File: config.mk
export PLATFORM = sky130hd
export DESIGN_NAME = branch_predictor_ctrl
export DESIGN_NICKNAME = d
export VERILOG_FILES = /design/src/rtl/bp_pkg.sv /design/src/rtl/bp_table.sv /design/src/rtl/branch_predictor_ctrl.sv
export SDC_FILE = /design/constraint.sdc
export NUM_CORES = 2
export LEC_CHECK = 0
export CAP_MARGIN = 20
export CORE_ASPECT_RATIO = 0.6
export CORE_UTILIZATION = 47
export DETAILED_ROUTE_END_ITERATION = 16
export DONT_BUFFER_PORTS = 1
export GPL_TIMING_DRIVEN = 1
export PLACE_DENSITY = 0.73
export REMOVE_ABC_BUFFERS = 1
export SYNTH_ARGS = -nofsm -noshare
export SYNTH_HDL_FRONTEND = slang
export SYNTH_SLANG_ARGS = --single-unit
File: constraint.sdc
create_clock -name clk -period 7 [get_ports clk]
set_input_delay 0.7 -clock clk [delete_from_list [all_inputs] [get_ports clk]]
set_output_delay 0.7 -clock clk [all_outputs]
set_load 0.1 [all_outputs]
File: src/rtl/bp_pkg.sv
// Shared types for the branch predictor: counter and FSM encodings,
// the table entry layout and the saturating counter step.
package bp_pkg;

   localparam int BP_INDEX_BITS = 6;
   localparam int BP_TAG_BITS   = 8;

   typedef enum logic [1:0] {
      SNT = 2'b00,
      WNT = 2'b01,
      WT  = 2'b10,
      ST  = 2'b11
   } bp_ctr_t;

   typedef enum logic {
      INIT = 1'b0,
      RUN  = 1'b1
   } bp_state_t;

   typedef struct packed {
      logic                   valid;
      logic [BP_TAG_BITS-1:0] tag;
      logic [31:0]            target;
      bp_ctr_t                ctr;
   } bp_entry_t;

   function automatic bp_ctr_t ctr_next(bp_ctr_t ctr, logic taken);
      bp_ctr_t n;
      n = ctr;
      if (taken) begin
         if (ctr != ST) n = bp_ctr_t'(ctr + 2'd1);
      end else begin
         if (ctr != SNT) n = bp_ctr_t'(ctr - 2'd1);
      end
      return n;
   endfunction

endpackage

File: src/rtl/bp_table.sv
// BHT/BTB storage: two combinational read ports (fetch, execute),
// one write port and a sweep-clear port that takes priority.
module bp_table
   import bp_pkg::*;
#(
   parameter int INDEX_BITS = BP_INDEX_BITS
) (
   input  logic                  clk,
   input  logic [INDEX_BITS-1:0] rd_idx_f,
   output bp_entry_t             rd_entry_f,
   input  logic [INDEX_BITS-1:0] rd_idx_e,
   output bp_entry_t             rd_entry_e,
   input  logic                  wr_en,
   input  logic [INDEX_BITS-1:0] wr_idx,
   input  bp_entry_t             wr_entry,
   input  logic                  clr_en,
   input  logic [INDEX_BITS-1:0] clr_idx
);

   localparam int ENTRIES = 1 << INDEX_BITS;

   bp_entry_t mem [ENTRIES];
   bp_entry_t clr_entry;

   assign rd_entry_f = mem[rd_idx_f];
   assign rd_entry_e = mem[rd_idx_e];

   always_comb begin
      clr_entry        = '0;
      clr_entry.valid  = 1'b0;
      clr_entry.ctr    = WNT;
   end

   always_ff @(posedge clk) begin
      if (clr_en) begin
         mem[clr_idx] <= clr_entry;
      end else if (wr_en) begin
         mem[wr_idx] <= wr_entry;
      end
   end

endmodule

File: src/rtl/branch_predictor_ctrl.sv
// Fetch-stage BHT/BTB lookup and execute-stage resolution/redirect.
// Define BP_STATS_EN to add branch and mispredict counters.
module branch_predictor_ctrl
   import bp_pkg::*;
#(
   parameter int INDEX_BITS = BP_INDEX_BITS,
   parameter int TAG_BITS   = BP_TAG_BITS
) (
   input  logic        clk,
   input  logic        rst,
   input  logic [31:0] pc_f,
   output logic        predict_taken_f,
   output logic [31:0] predict_target_f,
   input  logic        branch_e,
   input  logic        branch_taken_e,
   input  logic [31:0] pc_e,
   input  logic [31:0] target_e,
   input  logic        pred_taken_e,
   input  logic [31:0] pred_target_e,
   input  logic        stall_e,
   output logic        mispredict_e,
   output logic [31:0] redirect_pc_e,
`ifdef BP_STATS_EN
   output logic [31:0] stat_branches,
   output logic [31:0] stat_mispredicts,
`endif
   output logic        init_done
);

   localparam int TAG_LO = INDEX_BITS + 2;
   localparam int TAG_HI = INDEX_BITS + TAG_BITS + 1;
   localparam logic [INDEX_BITS-1:0] LAST = '1;
   localparam logic [INDEX_BITS-1:0] ONE  = 1;

   bp_state_t             state;
   bp_state_t             state_n;
   logic [INDEX_BITS-1:0] ptr;
   logic [INDEX_BITS-1:0] ptr_n;

   always_ff @(posedge clk) begin
      if (rst) begin
         state <= INIT;
         ptr   <= '0;
      end else begin
         state <= state_n;
         ptr   <= ptr_n;
      end
   end

   always_comb begin
      state_n = state;
      ptr_n   = ptr;
      unique case (state)
         INIT: begin
            ptr_n = ptr + ONE;
            if (ptr == LAST) state_n = RUN;
         end
         RUN: ;
      endcase
   end

   logic                  run;
   logic [INDEX_BITS-1:0] idx_f;
   logic [INDEX_BITS-1:0] idx_e;
   logic [TAG_BITS-1:0]   tag_f;
   logic [TAG_BITS-1:0]   tag_e;
   bp_entry_t             ent_f;
   bp_entry_t             ent_e;
   bp_entry_t             wr_entry;
   logic                  wr_en;
   logic                  clr_en;
   logic                  hit_f;
   logic                  hit_e;
   logic                  qual;
   logic                  upd;

   assign run       = (state == RUN);
   assign init_done = run;
   assign idx_f     = pc_f[TAG_LO-1:2];
   assign idx_e     = pc_e[TAG_LO-1:2];
   assign tag_f     = pc_f[TAG_HI:TAG_LO];
   assign tag_e     = pc_e[TAG_HI:TAG_LO];
   assign clr_en    = !run && !rst;

   bp_table #(
      .INDEX_BITS (INDEX_BITS)
   ) u_table (
      .clk        (clk),
      .rd_idx_f   (idx_f),
      .rd_entry_f (ent_f),
      .rd_idx_e   (idx_e),
      .rd_entry_e (ent_e),
      .wr_en      (wr_en),
      .wr_idx     (idx_e),
      .wr_entry   (wr_entry),
      .clr_en     (clr_en),
      .clr_idx    (ptr)
   );

   // Lookup reads the pre-update entry; there is no write bypass.
   assign hit_f            = run && ent_f.valid && (ent_f.tag == tag_f);
   assign predict_taken_f  = hit_f && ent_f.ctr[1];
   assign predict_target_f = hit_f ? ent_f.target : 32'd0;

   assign qual = run && branch_e && !stall_e;
   assign upd  = qual && !rst;

   assign mispredict_e = qual &&
      ((branch_taken_e != pred_taken_e) ||
       (branch_taken_e && (pred_target_e != target_e)));

   assign redirect_pc_e = !mispredict_e ? 32'd0 :
      (branch_taken_e ? target_e : pc_e + 32'd4);

   assign hit_e = ent_e.valid && (ent_e.tag == tag_e);

   always_comb begin
      wr_en    = 1'b0;
      wr_entry = ent_e;
      if (upd) begin
         if (hit_e) begin
            wr_en        = 1'b1;
            wr_entry.ctr = ctr_next(ent_e.ctr, branch_taken_e);
            if (branch_taken_e) wr_entry.target = target_e;
         end else if (branch_taken_e) begin
            wr_en           = 1'b1;
            wr_entry.valid  = 1'b1;
            wr_entry.tag    = tag_e;
            wr_entry.target = target_e;
            wr_entry.ctr    = WT;
         end
      end
   end

`ifdef BP_STATS_EN
   always_ff @(posedge clk) begin
      if (rst) begin
         stat_branches    <= '0;
         stat_mispredicts <= '0;
      end else if (qual) begin
         stat_branches <= stat_branches + 32'd1;
         if (mispredict_e) stat_mispredicts <= stat_mispredicts + 32'd1;
      end
   end
`endif

   logic unused_pc;
   assign unused_pc = ^{pc_f[1:0], pc_f[31:TAG_HI+1],
                        pc_e[1:0], pc_e[31:TAG_HI+1]};

endmodule
# After elaboration in Yosys (flattened, before gate mapping)
# Memory sizes are Yosys's and may differ from the RTL's.
# Cells that the tools add are included.
dict set report totals {
  n_memories 1
  input_bits 134
  register_bits 7
  wordCells 53
  mem_bits_rw 2752
}
# name words word_bits rd rd_ports_with_merged_regs wr line_no
set mem_list {}
lappend mem_list {u_table.mem 64 43 2 0 1 bp_table.sv:22} ;# bp_entry_t mem [ENTRIES];
dict set report classes {
  n_reduce_logical 16
  n_eq_ne 6
  muxes 24
  n_addsub 4
}
# op count
set op_table {}
lappend op_table {{43-bit 2-to-1 mux} 3}
lappend op_table {{32-bit 2-to-1 mux} 4}
lappend op_table {{43-bit OR reduction} 1}
lappend op_table {{34-bit 2-to-1 mux} 1}
lappend op_table {{32-bit by 3-bit adder with 32-bit output (second input constant)} 1}
lappend op_table {{32-bit != test} 1}
lappend op_table {{8-bit == test} 2}
lappend op_table {{1-bit 2-to-1 mux} 11}
lappend op_table {{1-bit logical AND} 10}
lappend op_table {{9-bit 2-to-1 mux} 1}
lappend op_table {{6-bit by 1-bit adder with 6-bit output (second input constant)} 1}
lappend op_table {{6-bit == test (second input constant)} 1}
lappend op_table {{2-bit 2-to-1 mux} 3}
lappend op_table {{6-bit 2-to-1 mux} 1}
lappend op_table {{1-bit zero test} 3}
lappend op_table {{2-bit by 1-bit adder with 2-bit output (second input constant)} 1}
lappend op_table {{2-bit != test (second input constant)} 1}
lappend op_table {{2-bit nonzero test} 1}
lappend op_table {{2-bit by 1-bit subtractor with 2-bit output (second input constant)} 1}
lappend op_table {{1-bit logical OR} 1}
lappend op_table {{1-bit != test} 1}

# Depth between registers and ports, before layout
# An unclocked memory read counts as a cell.
dict set report logic_depth {
  ltp_word 10
  ltp_mapped 18
}

# Cells and area by module
# Synthesis repeated with hierarchy kept, for this count alone.
dict set report unflattened {
  cells_unflattened 6923
  hier_area_um2 130346.3
}
# module seq_area_each_um2 area_each_um2 instances cells_each
set modules_own_cells {}
lappend modules_own_cells {bp_table 82639.3 127554.8 1 6552}
lappend modules_own_cells {branch_predictor_ctrl 140.1 2791.4 1 371}

# Worst setup path before layout
# Ideal clock, no wire load.
dict set report synth_path {
  kind {input -> register}
  from {input pc_e[2]}
  to {memory u_table.mem[33][0] (netlist name), enable pin}
  setup_slack_ps 369
  t_required_ps 6497
  t_arrival_ps 6128
  stages 12
  n_path_buf 4
  path_cell_list {buf_6 -> buf_12 -> buf_12 -> mux4_2 -> mux4_2 -> nand2_1 -> a22oi_1 -> xnor2_1 -> and3_1 -> clkbuf_8 -> a31oi_2 -> o21ai_0}
}
dict set report synth_via {
  elab_chain_cells 10
  elab_cells_between_ends 11
  classes_between {1 x eq/ne; 7 x mux; 2 x reduce/logical; 1 x memory}
}
# element line_no
set synth_lines {}
lappend synth_lines {{start, declared} branch_predictor_ctrl.sv:16} ;# input logic [31:0] pc_e,
lappend synth_lines {{memory 64 x 43 bit} -}
lappend synth_lines {{8-bit == test} branch_predictor_ctrl.sv:115} ;# assign hit_e = ent_e.valid && (ent_e.tag == tag_e);
lappend synth_lines {{1-bit logical AND} branch_predictor_ctrl.sv:115}
lappend synth_lines {{1-bit 2-to-1 mux} branch_predictor_ctrl.sv:121} ;# if (hit_e) begin
lappend synth_lines {{1-bit 2-to-1 mux} branch_predictor_ctrl.sv:120} ;# if (upd) begin
lappend synth_lines {{1-bit 2-to-1 mux} bp_table.sv:37} ;# end else if (wr_en) begin
lappend synth_lines {{1-bit 2-to-1 mux} bp_table.sv:35} ;# if (clr_en) begin
lappend synth_lines {{1-bit 2-to-1 mux (not written as such)} bp_table.sv:38} ;# mem[wr_idx] <= wr_entry;
lappend synth_lines {{43-bit OR reduction (no line)} -}
lappend synth_lines {{6-bit 2-to-1 mux (no line) / 1-bit 2-to-1 mux (equally long branches)} -}
lappend synth_lines {{end, declared} bp_table.sv:22}
# Several ways; a longest one is shown, not always the timed one.

# Worst setup path in the final report
dict set report layout_path {
  from {input pc_f[3]}
  to {output predict_taken_f}
}
dict set report layout_via {
  elab_chain_cells 4
  elab_cells_between_ends 5
  classes_between {1 x eq/ne; 3 x reduce/logical; 1 x memory}
}
# element line_no
set layout_lines {}
lappend layout_lines {{start, declared} branch_predictor_ctrl.sv:11} ;# input logic [31:0] pc_f,
lappend layout_lines {{memory 64 x 43 bit (*)} -}
lappend layout_lines {{8-bit == test / 1-bit logical AND (equally long branches)} branch_predictor_ctrl.sv:101} ;# assign hit_f = run && ent_f.valid && (ent_f.tag == tag_f);
lappend layout_lines {{1-bit logical AND} branch_predictor_ctrl.sv:101}
lappend layout_lines {{1-bit logical AND (*)} branch_predictor_ctrl.sv:102} ;# assign predict_taken_f = hit_f && ent_f.ctr[1];
lappend layout_lines {{end, declared} branch_predictor_ctrl.sv:12} ;# output logic predict_taken_f,
# Mark *: on every way between the ends. The rest lies on a longest branch, timed or not.

==> reports/results.ini <==
[global_route]
grtUsageTotal_pct = 31.3
grt_pass1_vias = 73300
grt_pass1_wl_um = 602000
grt-ovfl-total = 0
grt_max_degree = 570
grt_antenna_before_repair = 21

[pwr]
p_int_w = 0.0259
powerDensity_nw_per_um2 = 228
p_clk_share_pct = 40.3
leakage_nw = 50.8
netSwitchingPower_w = 0.00715
swShare_pct = 21.6
p_total_w = 0.0330
p_seq_share_pct = 54.4
pwr-share-comb_pct = 5.3
ir_drop_mv = 0.223

[clocking]
h-tree-depth = 4
cts.path.max_buffers = 4
cts.clk_slew.worst_paths_ps = 70
cts_tree = built
cts_setup_buffers = 0
cts_made_buffers = 236
clockRootBuffer = clkbuf_16
clock_latency_ps = 950
cts.sinks = 2759

[worst_setup_path]
start_kind = input port
critPathKind = input port to output pin
cp_max_fo = 226
critPathArrivalTime_ps = 6180
endpoint_kind = output pin
crit_chain = buf_16 > buf_16 > mux4_2 > mux4_2 > mux2_2 > a21oi_1 > xnor2_1 > nor4_1 > buf_4 > nand3_4 > buf_12 > a211oi_4 > buf_12
crit_slowest_cell = buf_16
reg2reg_depth = 11
r2r_slack_ps = 1930
regToRegStartpoint = u_table.mem[53][38]
critPathRequiredTime_ps = 6300
reg2reg_to = u_table.mem[13][17]
slowest_delay_ps = 880

[floorplan]
initial_utilization_pct = 47.3
ioPinCount = 201
die_x_um = 681
dieArea_um2 = 278000
num_rows = 149
fp.dieH_um = 409
core-area_um2 = 275000

[yosys]
synthAdderAreaFrac_pct = 0.0193
ys_async_sr_fraction_pct = 0
synth_edf_count = 2752
syn-cell-area_um2 = 130000
ys_seq_area_share_pct = 63.8
synthFlopType = edfxtp_1
synth_top_family_by_area = multiplexers
synthTopCellsByArea = edfxtp_1, mux4_2, mux2i_1, clkbuf_1, a221oi_1
synth_mux_area_share_pct = 28.4
synth-xor-area-share_pct = 0.478
synth_compound_area_share_pct = 3.48
synth_top_area_share_pct = 63.6
synth-simple-area-share_pct = 1.71
yosysUniqueCellTypes = 86
yosys.area.top_type = edfxtp_1
ys_ff_latch = 2759
avgSynthCellArea_um2 = 20.9
yosys_warnings = 0
syn_inst = 6212

[run_status]
violations = slew limit
status = complete, but fails checks

[placed_design]
place_inst = 9740
post-place-ws_ps = -611
gp_congestion = 0.937
dp_hpwl_um = 236000
portBuffers = 0

[min_path]
hold_path_end = u_table.mem[23][30]
hold_start = target_e[28]
hold_class = input port to flop
holdPathStages = 3

[detailed_routing]
wl_per_cell_um = 43.5
avgViaCountPerCell = 7.60
vias = 77500
routed_wl_um = 443000
drc = 0
drt_iter0_drc = 16000
first_pass_iters = 10
ant_nets = 0

[finish]
postLayoutCoreUtil_pct = 52.8
drive_gt1_share_pct = 36.9
fin_cells = 10200
syn_to_final_growth_pct = 11.7
nNetsFinal = 6422

[job]
maxCapViolCount = 0

[timing]
max_freq_mhz = 145
setup_ws_ps = 122
fin_crit_sh_pct = 98.3
hold_viol = 0
fin_skew_ps = 90.9
slew_violations = 243
tightest_slew_ps = 1690
setup_violations = 0
grt_setup_unrepaired = no
fin_crit_ps = 6880
slew_headroom_pct = -12.6

## power by group through the flow
stage / Sequential [W] / Clock, W / Combinational, W
floorplan: 0.0183 / 0 / 0.000880
global placement: 0.0183 / 0 / 0.00163
detailed placement: 0.0183 / 0 / 0.00163
CTS: 0.0180 / 0.0133 / 0.00164
global route: 0.0180 / 0.0139 / 0.00180
finish: 0.0180 / 0.0133 / 0.00175
## kinds of logic (layout without fill, tap and decap cells)
logic type | after synthesis | count (layout)
AOI/OAI and AO/OA | 589 | 589
xor gates and xnor gates | 70 | 70
adders and majority gates | 2 | 2
buffers and inverters | 537 | 792
DFF | 2759 | 2759
muxes | 1801 | 1801
other | 0 | 33
and+or+nand+nor | 454 | 454
## layout by cell type (no fill, tap or decap), drive strengths merged, types with 7 or more instances in the layout
cell	n
a21o	77
buf	337
a21oi	81
mux2i	282
a22o	7
dfxtp	7
diode	33
or3	22
nand4	12
nand2	96
a31oi	9
mux4	1508
xor2	21
a211oi	46
bufinv	26
xnor2	49
nor2	153
clkinv	115
a222oi	76
nor4	16
nor3	32
and3	8
nand3	38
edfxtp	2752
inv	35
a221oi	92
nor2b	43
nand2b	10
o21ai	40
a22oi	71
mux2	11
clkbuf	273
o22ai	48
## repair_timing
item	in CTS	in global routing
gates resized for setup	0	0
pin swaps	0	0
setup endpoints to repair	33	32
hold endpoints to repair	7	0
hold buffers	1	0
gates cloned	2	1
## layout make-up
type,instances,area [um^2]
fillers,20700,130000
flip-flops and latches,2759,82800
multi-input cells,2916,45600
clock buffers,272,6130
well taps,3699,4630
repair buffers,341,4340
clock inverters,147,1350
inverters,32,129
diodes,33,82.6
## sequential cells by signal, indices dropped and copies added, names as in the netlist
name / cells
init_done: 1
ptr: 6
u_table.mem: 2752
## worst max-delay path, delay by kind of cell
family                    cells  cell delay [ps]
AOI/OAI and AO/OA             2              590
and+or+nand+nor               2              490
xor gates and xnor gates      1              100
muxes                         3             1340
buffers and inverters         5             2080
## worst max path at each step
stage	slack, ps	depth (start not counted)	to	start
6_report	120	13	predict_taken_f	pc_f[3]
3_5_place_dp	-610	16	predict_target_f[7]	pc_f[2]
2_1_floorplan	-3060	9	u_table.mem[55][0]	pc_e[3]
4_1_cts	100	16	predict_target_f[7]	pc_f[2]
3_3_place_gp	-690	16	predict_target_f[7]	pc_f[2]
5_1_grt	120	16	predict_target_f[7]	pc_f[2]
## through the flow
stage / hold WS [ps] / TNS [ps] / area [um^2]
after global routing: 238 / 0 / 145000
after global placement: 622 / -20140 / 137000
after CTS: 204 / 0 / 145000
after floorplan: 573 / - / 127000
final: 234 / 0 / 145000
after detailed placement: 635 / -17500 / 137000
## Yosys cell counts, drive strengths merged, types with 3 or more instances
cell type,instances
a211oi,46
a21o,77
a21oi,81
a221oi,92
a222oi,76
a22o,7
a22oi,71
a311oi,3
a31oi,9
and2,5
and3,8
buf,267
clkbuf,238
dfxtp,7
edfxtp,2752
inv,32
mux2,11
mux2i,282
mux4,1508
nand2,96
nand2b,10
nand3,38
nand4,12
nor2,153
nor2b,43
nor3,32
nor4,16
o211ai,6
o21ai,40
o221ai,4
o22ai,48
o31a,3
o31ai,3
o32a,6
or2,3
or3,22
or4,6
xnor2,49
xor2,21
## routing by layer
metal  up-vias  GRT usage [%]  part of all wire (%)
met5         -              0                 0.012
met4         8           12.7                   4.7
met3      1146           13.1                    19
met2      7857           42.4                    42
met1     40800           44.7                    35
li1      27700              -                     -
(Power assumes the default switching activity.)
